==> src/rtl/i2c_target.sv <==
`timescale 1ns/1ps
// i2c_target: I2C target (responder) with external register storage.
// Conditions raw SCL/SDA (2-FF sync, glitch filter, edge detect), decodes
// START/STOP, matches SLAVE_ADDR, and turns bus writes into one-cycle write
// strobes and bus reads into one-cycle read requests. Only the 8-bit
// register pointer lives here. No clock stretching.
// Ports:
//   clk, rst              system clock, synchronous active-high reset
//   scl_i, sda_i          raw bus inputs from the IOBUF
//   sda_o, sda_oe         open-drain drive (sda_o tied 0, sda_oe=1 pulls low)
//   bus_busy, selected    START..STOP window / address matched this transfer
//   wr_valid/addr/data    one-cycle register write strobe
//   rd_req/rd_addr        one-cycle register read request
//   rd_data               read data, valid the cycle after rd_req
// HOLD_CYCLES and FILTER_LEN must both be at least 1.
module i2c_target #(
  parameter logic [6:0] SLAVE_ADDR  = 7'h39,
  parameter int         FILTER_LEN  = 4,
  parameter int         HOLD_CYCLES = 30
) (
  input  logic       clk,
  input  logic       rst,
  input  logic       scl_i,
  input  logic       sda_i,
  output logic       sda_o,
  output logic       sda_oe,
  output logic       bus_busy,
  output logic       selected,
  output logic       wr_valid,
  output logic [7:0] wr_addr,
  output logic [7:0] wr_data,
  output logic       rd_req,
  output logic [7:0] rd_addr,
  input  logic [7:0] rd_data
);

  localparam int FW = (FILTER_LEN > 1) ? $clog2(FILTER_LEN) : 1;
  localparam int HW = (HOLD_CYCLES > 1) ? $clog2(HOLD_CYCLES) : 1;

  typedef enum logic [3:0] {
    IDLE, ADDR, ADDR_ACK, REG, REG_ACK, WDATA, WDATA_ACK, RDATA, RDATA_ACK, IGNORE
  } state_t;

  logic          r_scl_s1, r_scl_s2, r_sda_s1, r_sda_s2;
  logic          r_scl_f, r_sda_f, r_scl_fd, r_sda_fd;
  logic [FW-1:0] r_scl_cnt, r_sda_cnt;

  state_t        r_state;
  logic          r_busy, r_sel, r_oe, r_rw, r_ld;
  logic          r_wr_valid, r_rd_req;
  logic [7:0]    r_wr_addr, r_wr_data, r_rd_addr, r_ptr, r_tx;
  logic [6:0]    r_rx;
  logic [2:0]    r_bitcnt;
  logic          r_hold_act, r_pend;
  logic [HW-1:0] r_hold_cnt;

  logic          w_scl_rise, w_scl_fall, w_start, w_stop;
  logic [7:0]    w_byte;

  // Synchronizer and filter: the filtered value only follows the synced
  // input after FILTER_LEN consecutive samples that disagree with it.
  always_ff @(posedge clk) begin
    if (rst) begin
      r_scl_s1 <= 1'b1; r_scl_s2 <= 1'b1; r_sda_s1 <= 1'b1; r_sda_s2 <= 1'b1;
      r_scl_f  <= 1'b1; r_sda_f  <= 1'b1; r_scl_fd <= 1'b1; r_sda_fd <= 1'b1;
      r_scl_cnt <= '0;  r_sda_cnt <= '0;
    end else begin
      r_scl_s1 <= scl_i;    r_scl_s2 <= r_scl_s1;
      r_sda_s1 <= sda_i;    r_sda_s2 <= r_sda_s1;
      r_scl_fd <= r_scl_f;  r_sda_fd <= r_sda_f;
      if (r_scl_s2 == r_scl_f) r_scl_cnt <= '0;
      else if (r_scl_cnt == FW'(FILTER_LEN - 1)) begin
        r_scl_f   <= r_scl_s2;
        r_scl_cnt <= '0;
      end else r_scl_cnt <= r_scl_cnt + FW'(1);
      if (r_sda_s2 == r_sda_f) r_sda_cnt <= '0;
      else if (r_sda_cnt == FW'(FILTER_LEN - 1)) begin
        r_sda_f   <= r_sda_s2;
        r_sda_cnt <= '0;
      end else r_sda_cnt <= r_sda_cnt + FW'(1);
    end
  end

  assign w_scl_rise = r_scl_f & ~r_scl_fd;
  assign w_scl_fall = ~r_scl_f & r_scl_fd;
  // SCL must be high both before and after the SDA edge.
  assign w_start    = r_sda_fd & ~r_sda_f & r_scl_f & r_scl_fd;
  assign w_stop     = ~r_sda_fd & r_sda_f & r_scl_f & r_scl_fd;
  assign w_byte     = {r_rx, r_sda_f};

  always_ff @(posedge clk) begin
    if (rst) begin
      r_state    <= IDLE;  r_busy     <= 1'b0; r_sel      <= 1'b0; r_oe   <= 1'b0;
      r_rw       <= 1'b0;  r_ld       <= 1'b0; r_wr_valid <= 1'b0; r_rd_req <= 1'b0;
      r_wr_addr  <= '0;    r_wr_data  <= '0;   r_rd_addr  <= '0;   r_ptr  <= '0;
      r_tx       <= '0;    r_rx       <= '0;   r_bitcnt   <= '0;
      r_hold_act <= 1'b0;  r_pend     <= 1'b0; r_hold_cnt <= '0;
    end else begin
      r_wr_valid <= 1'b0;
      r_rd_req   <= 1'b0;
      // rd_data is valid the cycle after rd_req; capture it then.
      r_ld       <= r_rd_req;
      if (r_ld) r_tx <= rd_data;

      if (w_start) begin
        r_state    <= ADDR;
        r_busy     <= 1'b1;
        r_sel      <= 1'b0;
        r_bitcnt   <= '0;
        r_oe       <= 1'b0;
        r_hold_act <= 1'b0;
      end else if (w_stop) begin
        r_state    <= IDLE;
        r_busy     <= 1'b0;
        r_sel      <= 1'b0;
        r_oe       <= 1'b0;
        r_hold_act <= 1'b0;
      end else if (r_state != IDLE) begin
        // Deferred SDA drive: the value chosen at an SCL fall is applied
        // HOLD_CYCLES later so it never changes near an SCL edge.
        if (r_hold_act) begin
          if (r_hold_cnt == '0) begin
            r_oe       <= r_pend;
            r_hold_act <= 1'b0;
          end else r_hold_cnt <= r_hold_cnt - HW'(1);
        end

        if (w_scl_fall) begin
          r_hold_act <= 1'b1;
          r_hold_cnt <= HW'(HOLD_CYCLES - 1);
          case (r_state)
            ADDR_ACK, REG_ACK, WDATA_ACK: r_pend <= 1'b1;
            RDATA: begin
              r_pend <= ~r_tx[7];
              r_tx   <= {r_tx[6:0], 1'b1};
            end
            default: r_pend <= 1'b0;
          endcase
        end

        if (w_scl_rise) begin
          r_rx <= w_byte[6:0];
          case (r_state)
            ADDR: begin
              if (r_bitcnt == 3'd7) begin
                r_bitcnt <= '0;
                if (w_byte[7:1] == SLAVE_ADDR) begin
                  r_sel   <= 1'b1;
                  r_rw    <= w_byte[0];
                  r_state <= ADDR_ACK;
                  if (w_byte[0]) begin
                    r_rd_req  <= 1'b1;
                    r_rd_addr <= r_ptr;
                  end
                end else r_state <= IGNORE;
              end else r_bitcnt <= r_bitcnt + 3'd1;
            end
            ADDR_ACK: begin
              r_state  <= r_rw ? RDATA : REG;
              r_bitcnt <= '0;
            end
            REG: begin
              if (r_bitcnt == 3'd7) begin
                r_ptr    <= w_byte;
                r_bitcnt <= '0;
                r_state  <= REG_ACK;
              end else r_bitcnt <= r_bitcnt + 3'd1;
            end
            REG_ACK, WDATA_ACK: begin
              r_state  <= WDATA;
              r_bitcnt <= '0;
            end
            WDATA: begin
              if (r_bitcnt == 3'd7) begin
                r_wr_valid <= 1'b1;
                r_wr_addr  <= r_ptr;
                r_wr_data  <= w_byte;
                r_ptr      <= r_ptr + 8'd1;
                r_bitcnt   <= '0;
                r_state    <= WDATA_ACK;
              end else r_bitcnt <= r_bitcnt + 3'd1;
            end
            RDATA: begin
              if (r_bitcnt == 3'd7) begin
                r_ptr    <= r_ptr + 8'd1;
                r_bitcnt <= '0;
                r_state  <= RDATA_ACK;
              end else r_bitcnt <= r_bitcnt + 3'd1;
            end
            RDATA_ACK: begin
              // Master ACK (SDA low) asks for another byte; NACK ends the read.
              if (!r_sda_f) begin
                r_rd_req  <= 1'b1;
                r_rd_addr <= r_ptr;
                r_bitcnt  <= '0;
                r_state   <= RDATA;
              end else r_state <= IGNORE;
            end
            default: ;
          endcase
        end
      end
    end
  end

  assign sda_o    = 1'b0;
  assign sda_oe   = r_oe;
  assign bus_busy = r_busy;
  assign selected = r_sel;
  assign wr_valid = r_wr_valid;
  assign wr_addr  = r_wr_addr;
  assign wr_data  = r_wr_data;
  assign rd_req   = r_rd_req;
  assign rd_addr  = r_rd_addr;

endmodule

==> config.mk <==
export PLATFORM = sky130hd
export DESIGN_NAME = i2c_target
export DESIGN_NICKNAME = d
export VERILOG_FILES = /design/src/rtl/i2c_target.sv
export SDC_FILE = /design/constraint.sdc
export NUM_CORES = 1
export LEC_CHECK = 0
export ABC_AREA = 1
export CAP_MARGIN = 5
export CORE_MARGIN = 5
export CORE_UTILIZATION = 50
export CTS_BUF_LIST = sky130_fd_sc_hd__clkbuf_8
export CTS_CLUSTER_DIAMETER = 120
export DETAILED_ROUTE_END_ITERATION = 16
export GPL_TIMING_DRIVEN = 0
export HOLD_SLACK_MARGIN = 0.08
export PLACE_DENSITY = 0.73
export SETUP_SLACK_MARGIN = 0.5
export SLEW_MARGIN = 20
export SYNTH_ARGS = -nofsm -noshare
export SYNTH_HDL_FRONTEND = slang
export SYNTH_SLANG_ARGS = --single-unit
==> constraint.sdc <==
create_clock -name clk -period 4.05 [get_ports clk]
set_input_delay 0.81 -clock clk [delete_from_list [all_inputs] [get_ports clk]]
set_output_delay 0.81 -clock clk [all_outputs]
set_load 0.005 [all_outputs]
======== Yosys cells after proc, flatten, opt, wreduce, memory -nomap -nowiden ========
Index checks and enable logic that the tools add are counted.
cells by class
  $add $sub $neg .......................... 5
  equality and inequality tests ........... 27
  mux-type cells .......................... 44
  bitwise operators ....................... 20
  reductions and logical operators ........ 35
operator list
  operator                                        number
  2-to-1 mux 8 bit                                12
  case mux 8 bit (2 select lines)                 2
  case mux 4 bit (7 select lines)                 1
  AND reduction 7 bit                             4
  2-to-1 mux 4 bit                                6
  == test 4 x 3 -> 1 bit (second input constant)  4
  inequality test 2 bit (second input constant)   8
  inequality test 4 bit (second input constant)   4
  2-to-1 mux 5 bit                                3
  AND reduction 5 bit                             3
  2-to-1 mux 1 bit                                14
  NOT 1 bit                                       12
  OR reduction 3 bit                              4
  2-to-1 mux 3 bit                                3
  case mux 3 bit (3 select lines)                 1
  AND reduction 9 bit                             1
  nonzero test 3 bit                              3
  nonzero test 9 bit                              1
  adder 8 x 1 -> 8 bit (second input constant)    1
  bitwise AND 1 bit                               8
  == test 4 x 2 -> 1 bit (second input constant)  2
  AND reduction 4 bit                             2
  nonzero test 2 bit                              4
  == test 7 x 6 -> 1 bit (second input constant)  1
  20 further kinds                                27
word-level totals
  flip-flop bits (word level) ............. 80
  bits of input ports ..................... 12
  output and inout port bits .............. 30
  word-level logic and storage cells ...... 160

======== Logic depth before layout (Yosys ltp) ========
Gate-level depths: netlist (run 1).
  depth after elaboration ................. 8
  depth in mapped cells ................... 12

======== Worst setup path before layout (run 1) ========
Ideal clock, no wire load.
  path kind ............................... register to register
  start ................................... reg r_bitcnt[0]
  end ..................................... reg r_state[2]
  library setup time ...................... 0.119 ns
  arrival time ............................ 1.361 ns
  slack ................................... 2.570 ns
  stages on the path, launching flop included .. 10
  buffers on the path ..................... 0
  cells stage by stage .................... dfxtp_1 > ha_1 > ha_1 > inv_1 > a21oi_1 > nand3_1 > inv_1 > nand2_1 > nand2_1 > nor2_1
between the ends
  longest elaborated chain between the ends .. 3
ends and longest elaborated chain
  item                                    line  source
  from (decl)                             53    logic [2:0] r_bitcnt;
  from (signal assigned)                  156   end else r_bitcnt <= r_bitcnt + 3'd1;
  from (signal assigned)                  167   end else r_bitcnt <= r_bitcnt + 3'd1;
  from (signal assigned)                  181   end else r_bitcnt <= r_bitcnt + 3'd1;
  == test 3 bit *                         -
  inequality test 2 bit (no source line)  -
  AND reduction 7 bit (no source line) *  -
  to (signal assigned)                    159   r_state <= r_rw ? RDATA : REG;
  to (decl)                               48    state_t r_state;
Mark *: on every way between the ends. The rest lies on a longest branch, timed or not.
A chain may end at the register's enable or synchronous reset.

======== Worst setup path in the final report (run 1) ========
  start ................................... reg r_rd_addr[3], in the netlist rd_addr[3]
  end ..................................... out rd_addr[3]
RTL lines
  item                    line  source
  from (decl)             51    logic [7:0] r_wr_addr, r_wr_data, r_rd_addr, r_ptr, r_tx;
  from (signal assigned)  153   r_rd_addr <= r_ptr;
  from (signal assigned)  194   r_rd_addr <= r_ptr;
  to (decl)               33    output logic [7:0] rd_addr,
No word-level cell between the ends.

==> flow_metrics.env, run 1 <==
export IMPL_status="finished clean"
export IMPL_wirelength_um=7884
export IMPL_synth_fp_nets=492
export IMPL_grt_pass1_vias=2924
export IMPL_cts_max_level=3
export IMPL_cts_root_buf="clkbuf_8"
export IMPL_dp_hpwl_um=5916
export IMPL_seqPwrFrac=0.521
export IMPL_dr_total_vias=3148
export IMPL_fin_hold_ws_ns=0.4137
export IMPL_gp_congestion=0.8770
export IMPL_grt_ovfl_total=0
export IMPL_cp_required_ns=3.24
export IMPL_setup_viol=0
export IMPL_critPathLaunch="rd_addr[3]$_SDFFE_PP0P_"
export IMPL_cp_arrival_ns=1.20
export IMPL_p_per_area_nw_per_um2=351.1
export IMPL_die_height_um=94.39
export IMPL_p_int_uw=1209
export IMPL_grt_max_degree=14
export IMPL_path_class="register to primary output"
export IMPL_syn2layout_area_growth_pct=21.08
export IMPL_worstHoldStart="r_sda_s1$_SDFF_PP1_"
export IMPL_vdd_drop_max_v=0.0001494
export IMPL_io_buffer_count=40
export IMPL_routed_via_density=5.053
export IMPL_leakage_uw=0.001738
export IMPL_r2r_start="r_bitcnt[0]$_SDFFE_PP0P_"
export IMPL_antenna_found_initial=0
export IMPL_cts_buffers=9
export IMPL_drv_slew=0
export IMPL_period_minus_slack_ns=2.008
export IMPL_rsz0062_at_grt="no"
export IMPL_core_area_um2=6869
export IMPL_clock_power_share=0.456
export IMPL_synth_cells=473
export IMPL_io_pin_count=42
export IMPL_wl_per_cell_um=12.65
export IMPL_syn_cell_area_um2=3561
export IMPL_num_rows=30
export IMPL_ant_nets=0
export IMPL_n_antenna_cell=0
export IMPL_path_cells="clkdlybuf4s50_1"
export IMPL_initial_core_util=0.5184
export IMPL_drt_initial_drc_count=158
export IMPL_holdCritPathClass="register to register"
export IMPL_first_pass_iters=7
export IMPL_final_nets=543
export IMPL_maxCapViolCount=0
export IMPL_fin_skew_ns=0.005547
export IMPL_setup_tns_ns=0
export IMPL_die_x_um=94.39
export IMPL_p_sw_uw=304.7
export IMPL_synth_cell_type_count=38
export IMPL_ctsLongestPathBuffers=2
export IMPL_cp_start_kind="register"
export IMPL_p_sw_frac=0.2013
export IMPL_path_delay_family="buffers and inverters"
export IMPL_worst_path_buf_inv=1
export IMPL_ys_seq_elements=80
export IMPL_cts_hold_buffers_added=0
export IMPL_slowest_stage="clkdlybuf4s50_1"
export IMPL_path_max_fanout=2
export IMPL_design_die_area_um2=8909
export IMPL_synth_seq_area_share=0.4498
export IMPL_path_clk_slew_ns=0.08
export IMPL_max_freq_mhz=498.1
export IMPL_endpoint_kind="primary output"
export IMPL_fin_crit_sh=0.4957
export IMPL_grtUsageTotal=0.1935
export IMPL_syn_area_per_cell_um2=7.528
export IMPL_postCtsSetupBuffers=0
export IMPL_clkLatencyLatePin_ns=0.34
export IMPL_yosysWarningCount=0
export IMPL_drive_gt1_frac=0.1025
export IMPL_cts_tree="built"
export IMPL_drc=0
export IMPL_final_hold_violation_count=0
export IMPL_cts_resized=0
export IMPL_grt_pass1_wl_um=13550
export IMPL_numClockSinks=80
export IMPL_comb_power_share=0.023
export IMPL_slowest_delay_ns=0.51
[logic make-up (layout without fill, tap and decap cells)]
logic type / count (synthesis) / count (layout) / synth area share
compound gates: 124 / 124 / 0.1848
xor+xnor: 4 / 4 / 0.009840
fa+ha+maj: 7 / 7 / 0.02459
buf+inv: 74 / 128 / 0.09135
flops: 80 / 80 / 0.4498
mux: 2 / 2 / 0.005973
other cells: 1 / 1 / 0.001053
simple gates: 181 / 181 / 0.2326
[layer usage]
metal / wire [um] / vias to the layer above / global-route usage
li1: - / 1645 / -
met3: 207 / 13 / 0.05020
met2: 3912 / 44 / 0.3310
met5: 0 / - / 0
met4: 133 / 0 / 0.07581
met1: 3631 / 1446 / 0.2318
[state kept, by name, indices dropped and copies added (netlist names), 2 cells and up]
name / cells
r_ptr: 8
r_tx: 8
wr_addr: 8
r_rx: 7
r_state: 4
rd_addr: 8
r_scl_cnt: 2
r_sda_cnt: 2
r_bitcnt: 3
r_hold_cnt: 5
wr_data: 8
[worst paths after layout]
kind / endpoint / slack, ns / cells after the start
setup / recovery: rd_addr[3] / 2.04 / 1
hold / removal: r_sda_s2$_SDFF_PP1_ / 0.41 / 1
setup reg to reg: r_state[2]$_SDFFE_PP0P_ / 2.36 / 9
hold reg to reg: r_sda_s2$_SDFF_PP1_ / 0.41 / 1
[area by class of cell]
| type | count | area (um2) |
|---|---|---|
| fill | 630 | 2557 |
| multi-input combinational | 319 | 1634 |
| sequential | 80 | 1602 |
| timing repair buffer | 40 | 400.4 |
| inverter | 59 | 226.5 |
| clock buffer | 9 | 123.9 |
| tap | 96 | 120.1 |
| clock inverter | 5 | 106.4 |
| buffer | 15 | 98.84 |
[cell usage after synthesis (all sizes together)]
library cell / number / share of area
a211oi: 7 / 0.016
a21oi: 49 / 0.069
a31oi: 4 / 0.0070
buf: 9 / 0.021
clkbuf: 6 / 0.0063
clkinv: 2 / 0.0035
conb: 1 / 0.0011
dfxtp: 80 / 0.45
ha: 7 / 0.025
inv: 57 / 0.060
mux2: 1 / 0.0032
mux2i: 1 / 0.0028
nand2: 79 / 0.089
nand3: 20 / 0.036
nand4: 4 / 0.0070
nor2: 65 / 0.079
nor3: 7 / 0.011
nor4: 1 / 0.0018
o211ai: 3 / 0.0063
o21a: 1 / 0.0021
o21ai: 60 / 0.084
or2: 5 / 0.0088
xnor2: 1 / 0.0025
xor2: 3 / 0.0074
[layout by cell type, fill, tap and decap left out, types with 5 or more instances in the layout]
cell type         n
nor2_1           58
dfxtp_1          80
a21oi_1          49
clkbuf_8          9
nor3_1            6
inv_2             8
clkbuf_1          6
ha_1              7
a211oi_1          6
inv_1            49
o21ai_1           6
or2_2             5
nand2_1          75
nand3_1          16
o21ai_0          54
clkdlybuf4s50_1  40
[per-stage QoR]
stage / setup WS [ns] / instance area, um2 / power (uW) / cells / utilization
2_1_floorplan: 2.570 / 3561 / 825.1 / 473 / -
3_3_place_gp: 1.726 / 4081 / 842.6 / 609 / 0.5942
3_5_place_dp: 1.693 / 4081 / 842.7 / 609 / 0.5942
4_1_cts: 2.012 / 4312 / 1525 / 623 / 0.6277
5_1_grt: 1.909 / 4312 / 1572 / 623 / 0.6277
6_report: 2.042 / 4312 / 1514 / 623 / 0.6277
[power groups by stage]
stage / Sequential, uW / Clock, uW / Combinational [uW]
2_1_floorplan: 808 / 0 / 17.5
3_3_place_gp: 808 / 0 / 34.8
3_5_place_dp: 808 / 0 / 34.8
4_1_cts: 789 / 701 / 34.9
5_1_grt: 790 / 743 / 39.2
6_report: 789 / 690 / 34.8
(Power assumes the default switching activity.)
==> run 2: changes to the inputs <==
==> constraint.sdc (replaced) <==
create_clock -name clk -period 1.99 [get_ports clk]
set_input_delay 0.398 -clock clk [delete_from_list [all_inputs] [get_ports clk]]
set_output_delay 0.398 -clock clk [all_outputs]
set_load 0.005 [all_outputs]
==> run 2 against run 1 <==
Compared with the run above: clock skew about the same; hold slack about the same; via count grew 7.2%; sequential share of layout area down 2.4 points; total power increased by 100%; clock-buffer cell count did not move; first-iteration DRC count down 5.7%; critical path depth is 9 higher; largest cell class unchanged.
==> flow_metrics.env, run 2 (synthesis results as in run 1) <==
export IMPL_drive_gt1_frac=0.2486
export IMPL_comb_power_share=0.024
export IMPL_grt_pass1_vias=3025
export IMPL_first_pass_iters=4
export IMPL_status="finished clean"
export IMPL_die_height_um=94.39
export IMPL_num_rows=30
export IMPL_maxCapViolCount=0
export IMPL_p_per_area_nw_per_um2=655.7
export IMPL_path_clk_slew_ns=0.08
export IMPL_p_int_uw=2456
export IMPL_period_minus_slack_ns=1.458
export IMPL_drv_slew=0
export IMPL_setup_viol=0
export IMPL_hold_depth=1
export IMPL_dr_total_vias=3375
export IMPL_p_total_uw=3083
export IMPL_final_cell_mix="nand2_1, dfxtp_1, nor2_1"
export IMPL_rsz0062_at_grt="yes"
export IMPL_io_buffer_count=40
export IMPL_final_core_util=0.6845
export IMPL_clkLatencyLatePin_ns=0.35
export IMPL_fin_crit_sh=0.7326
export IMPL_initial_core_util=0.5184
export IMPL_grt_ovfl_total=0
export IMPL_design_die_area_um2=8909
export IMPL_fin_area_um2=4702
export IMPL_cts_root_buf="clkbuf_8"
export IMPL_ant_nets=0
export IMPL_seqPwrFrac=0.519
export IMPL_final_common_cell="nand2_1"
export IMPL_endpoint_kind="register"
export IMPL_drt_initial_drc_count=149
export IMPL_grtUsageTotal=0.2000
export IMPL_gp_congestion=0.8770
export IMPL_setup_tns_ns=0
export IMPL_die_x_um=94.39
export IMPL_io_pin_count=42
export IMPL_fin_skew_ns=0.005424
export IMPL_max_freq_mhz=685.9
export IMPL_drc=0
export IMPL_final_nets=571
export IMPL_cp_required_ns=2.24
export IMPL_holdCritPathClass="register to register"
export IMPL_cp_arrival_ns=1.71
export IMPL_n_antenna_cell=0
export IMPL_place_area_um2=4081
export IMPL_cts_tree="built"
export IMPL_cts_max_level=3
export IMPL_final_hold_violation_count=0
export IMPL_grt_max_degree=14
export IMPL_syn2layout_area_growth_pct=32.04
export IMPL_dp_hpwl_um=5916
export IMPL_path_class="register to register"
export IMPL_vdd_drop_max_v=0.0003051
export IMPL_path_max_fanout=8
export IMPL_p_sw_uw=627.4
export IMPL_numClockSinks=80
export IMPL_wirelength_um=8887
export IMPL_fin_hold_ws_ns=0.4135
export IMPL_cp_start_kind="register"
export IMPL_grt_pass1_wl_um=13990
export IMPL_reg2reg_depth=10
export IMPL_p_sw_frac=0.2035
export IMPL_leakage_uw=0.002050
export IMPL_cts_buffers=9
export IMPL_wl_per_cell_um=13.65
export IMPL_routed_via_density=5.184
export IMPL_antenna_found_initial=0
export IMPL_core_area_um2=6869
export IMPL_ctsLongestPathBuffers=2
export IMPL_clock_power_share=0.457
export IMPL_fill_cells=577
-- run 2: routing by layer --
layer	routed length [um]	GRT usage	up-vias
met2	4555	0.3428	67
met5	0	0	-
met4	183	0.08905	0
met3	287	0.04462	18
li1	-	-	1712
met1	3860	0.2392	1578
-- run 2: power by group through the flow --
stage | Combinational [uW] | Clock (uW) | Sequential, uW
CTS | 72.3 | 1430 | 1610
global route | 83.4 | 1510 | 1600
floorplan | 35.7 | 0 | 1640
detailed placement | 70.8 | 0 | 1640
finish | 74.3 | 1410 | 1600
global placement | 70.8 | 0 | 1640
-- run 2: metrics by stage --
| step | setup WS [ns] | cells |
|---|---|---|
| 4_1_cts | 0.4316 | 631 |
| 5_1_grt | 0.4677 | 651 |
| 2_1_floorplan | 0.5105 | 473 |
| 3_3_place_gp | 0.07831 | 609 |
| 3_5_place_dp | 0.04465 | 609 |
| 6_report | 0.5321 | 651 |
-- run 2: path summary, 6_finish.rpt --
kind,start,end,slack [ns]
worst max-delay path,r_state[1]$_SDFFE_PP0P_,rd_addr[7]$_SDFFE_PP0P_,0.53
worst max register to register,r_state[1]$_SDFFE_PP0P_,rd_addr[7]$_SDFFE_PP0P_,0.53
worst min register to register,r_sda_s1$_SDFF_PP1_,r_sda_s2$_SDFF_PP1_,0.41
worst min-delay path,r_sda_s1$_SDFF_PP1_,r_sda_s2$_SDFF_PP1_,0.41
-- run 2: layout make-up --
type / count / area (um2) / share of cell area
multi-input cells: 320 / 1792 / 0.3811
flip-flops and latches: 80 / 1633 / 0.3473
repair buffers: 67 / 576.8 / 0.1227
inverters: 59 / 239.0 / 0.05082
clock buffers: 9 / 123.9 / 0.02634
well taps: 96 / 120.1 / 0.02555
plain buffers: 15 / 111.4 / 0.02368
clock inverters: 5 / 106.4 / 0.02262
-- run 2: critical path, stage by stage, from the launching register on --
cell      delay, ns
dfxtp_4        0.39
nor2_4         0.17
nand3_4        0.14
nor2_4         0.13
nor2_4         0.04
inv_2          0.06
nor2_4         0.05
nand2_4        0.11
clkinv_4       0.09
nor2_1         0.11
nor2_1         0.05
-- run 2: what timing repair did --
item                                    4_1_cts  5_1_grt
endpoints found under the setup margin       86       55
gates cloned                                  0        2
gates resized for setup                      53       63
buffers inserted                              8       18
hold buffers                                  0        0
pin swaps                                     4       15
==> run 3: changes to the inputs <==
--- a/config.mk
+++ b/config.mk
@@ -14,7 +14,7 @@
 export DETAILED_ROUTE_END_ITERATION = 16
 export GPL_TIMING_DRIVEN = 0
 export HOLD_SLACK_MARGIN = 0.08
-export PLACE_DENSITY = 0.73
+export PLACE_DENSITY = 0.75
 export SETUP_SLACK_MARGIN = 0.5
 export SLEW_MARGIN = 20
 export SYNTH_ARGS = -nofsm -noshare
==> constraint.sdc (replaced) <==
create_clock -name clk -period 1.2 [get_ports clk]
set_input_delay 0.24 -clock clk [delete_from_list [all_inputs] [get_ports clk]]
set_output_delay 0.24 -clock clk [all_outputs]
set_load 0.005 [all_outputs]
==> run 3 against run 2 <==
Compared with the run above: cell area is 17% higher; clock-buffer cell count is 2 higher; die area unchanged; cell count up 6.1%; first-iteration DRC count is 56% higher; the flow now finishes with violations (negative setup slack); clock power grew 46%; critical path depth is 2 lower; sequential cell count unchanged; utilization up 12 points; sequential power is 66% higher; global-route usage is 2.8 points higher.
==> flow_metrics.env, run 3 (synthesis results as in run 1) <==
export IMPL_n_antenna_cell=0
export IMPL_die_height_um=94.39
export IMPL_r2r_start="r_state[0]$_SDFFE_PP0P_"
export IMPL_p_sw_frac=0.2240
export IMPL_dp_hpwl_um=6055
export IMPL_core_area_um2=6869
export IMPL_cts_root_buf="clkbuf_8"
export IMPL_r2r_slack_ns=-0.36
export IMPL_drv_slew=0
export IMPL_io_buffer_count=40
export IMPL_first_pass_iters=4
export IMPL_leakage_uw=0.002286
export IMPL_fill_cells=425
export IMPL_dr_total_vias=3689
export IMPL_vdd_drop_max_v=0.0005988
export IMPL_p_per_area_nw_per_um2=889.9
export IMPL_finalWorstSetupSlack_ns=-0.3562
export IMPL_pre_cts_ws_ns=-0.6196
export IMPL_drive_gt1_frac=0.5059
export IMPL_maxCapViolCount=0
export IMPL_p_total_uw=4895
export IMPL_final_common_cell="nand2_1"
export IMPL_antenna_found_initial=0
export IMPL_seqPwrFrac=0.541
export IMPL_p_int_uw=3798
export IMPL_cts_tree="built"
export IMPL_fin_skew_ns=0.01072
export IMPL_initial_core_util=0.5184
export IMPL_hold_depth=2
export IMPL_path_clk_slew_ns=0.09
export IMPL_dpl_cell_count=609
export IMPL_ctsLongestPathBuffers=2
export IMPL_num_rows=30
export IMPL_numClockSinks=80
export IMPL_syn2layout_area_growth_pct=54.46
export IMPL_gp_congestion=0.8304
export IMPL_cts_buffers=9
export IMPL_timing_rr_end="r_bitcnt[0]$_SDFFE_PP0P_"
export IMPL_grtUsageTotal=0.2284
export IMPL_design_die_area_um2=8909
export IMPL_clock_power_share=0.421
export IMPL_path_max_fanout=6
export IMPL_wl_per_cell_um=16.24
export IMPL_io_pin_count=42
export IMPL_layoutNonFillerInstCount=691
export IMPL_grt_ovfl_total=0
export IMPL_comb_power_share=0.037
export IMPL_routed_via_density=5.339
export IMPL_status="finished with violations"
export IMPL_cts_max_level=3
export IMPL_ant_nets=0
export IMPL_period_minus_slack_ns=1.556
export IMPL_rsz0062_at_grt="yes"
export IMPL_grt_pass1_wl_um=15930
export IMPL_worstHoldStart="rst"
export IMPL_cp_arrival_ns=1.80
export IMPL_holdCritPathClass="input port to register"
export IMPL_cts_hold_buffers_added=0
export IMPL_wirelength_um=11230
export IMPL_max_freq_mhz=642.6
export IMPL_min_to="r_sda_s1$_SDFF_PP1_"
export IMPL_endpoint_kind="register"
export IMPL_final_nets=609
export IMPL_fin_crit_sh=1.297
export IMPL_cp_start_kind="register"
export IMPL_drt_initial_drc_count=233
export IMPL_final_hold_violation_count=0
export IMPL_grt_max_degree=14
export IMPL_reg2reg_depth=8
export IMPL_setup_tns_ns=-14.10
export IMPL_violations="negative setup slack"
export IMPL_setup_viol=67
export IMPL_cp_required_ns=1.44
export IMPL_grt_pass1_vias=3498
export IMPL_die_x_um=94.39
export IMPL_drc=0
export IMPL_clkLatencyLatePin_ns=0.36
export IMPL_final_cell_mix="nand2_1, nor2_1, buf_6"
export IMPL_p_sw_uw=1096
export IMPL_path_class="register to register"
==> run 3: changes by cell type in the layout (fill, tap and decap cells not counted), moves of 12 or more <==
cell | previous run | this run
buf_6 | 6 | 40
dfxtp_1 | 65 | 36
dfxtp_2 | 10 | 37
dlygate4sd2_1 | 29 | 2
a21oi_1 | 47 | 25
a21oi_2 | 2 | 21
o21ai_0 | 43 | 25
buf_2 | 3 | 17
buf_4 | 26 | 39
o21ai_2 | 0 | 12
==> run 3: how the worst max path moves through the flow <==
| stage | start | to | slack [ns] |
|---|---|---|---|
| 2_1_floorplan | r_scl_f$_SDFFE_PP1P_ | rd_addr[0]$_SDFFE_PP0P_ | -0.08 |
| 3_3_place_gp | rst | wr_addr[7]$_SDFFE_PP0P_ | -0.63 |
| 3_5_place_dp | rst | wr_addr[7]$_SDFFE_PP0P_ | -0.62 |
| 4_1_cts | r_scl_f$_SDFFE_PP1P_ | rd_addr[2]$_SDFFE_PP0P_ | -0.22 |
| 5_1_grt | r_state[0]$_SDFFE_PP0P_ | r_bitcnt[0]$_SDFFE_PP0P_ | -0.42 |
| 6_report | r_state[0]$_SDFFE_PP0P_ | r_bitcnt[0]$_SDFFE_PP0P_ | -0.36 |
==> run 3: area by class of cell <==
type | count | area, um2 | share of cell area
timing repair inverter | 1 | 7.507 | 0.001365
clock buffer | 11 | 151.4 | 0.02752
buffer | 15 | 146.4 | 0.02662
sequential | 80 | 1674 | 0.3044
tap | 96 | 120.1 | 0.02184
clock inverter | 5 | 55.05 | 0.01001
timing repair buffer | 104 | 927.1 | 0.1686
multi-input combinational | 320 | 2150 | 0.3908
inverter | 59 | 269.0 | 0.04891
==> run 3: routing by layer <==
metal	vias up	part of all wire	track usage
li1	1792	-	-
met2	91	0.53	0.4214
met1	1763	0.39	0.2469
met3	43	0.033	0.04542
met5	-	0	0
met4	0	0.041	0.1131
==> run 3: stage by stage <==
| stage | hold WS [ns] | instance area, um2 | util |
|---|---|---|---|
| detailed placement | 0.3937 | 4288 | 0.6242 |
| floorplan | 0.3438 | 3767 | - |
| global route | 0.1272 | 5500 | 0.8007 |
| CTS | 0.1228 | 5036 | 0.7332 |
| finish | 0.1260 | 5500 | 0.8007 |
| global placement | 0.3974 | 4288 | 0.6242 |
==> run 3: what timing repair did <==
action / in CTS / in global routing
setup buffers: 37 / 22
endpoints found under the hold margin: 0 / 0
gates resized for setup: 243 / 81
endpoints found under the setup margin: 109 / 104
cloned: 7 / 0
pin swaps: 25 / 32
==> run 3: power by group through the flow <==
| stage | Sequential [uW] | Clock [uW] | Combinational (uW) |
|---|---|---|---|
| 3_3_place_gp | 2720 | 0 | 128 |
| 2_1_floorplan | 2720 | 0 | 66.2 |
| 3_5_place_dp | 2720 | 0 | 131 |
| 5_1_grt | 2650 | 2190 | 195 |
| 6_report | 2650 | 2060 | 183 |
| 4_1_cts | 2650 | 2060 | 164 |
==> run 3: worst max-delay path, cell delays in order (launching register included) <==
cell and delay (ns):
dfxtp_4 0.39, nor2_4 0.18, nand3_4 0.14, nor2_4 0.16
nor2_4 0.06, buf_4 0.13, buf_6 0.12, a31oi_1 0.18
nor3_1 0.07
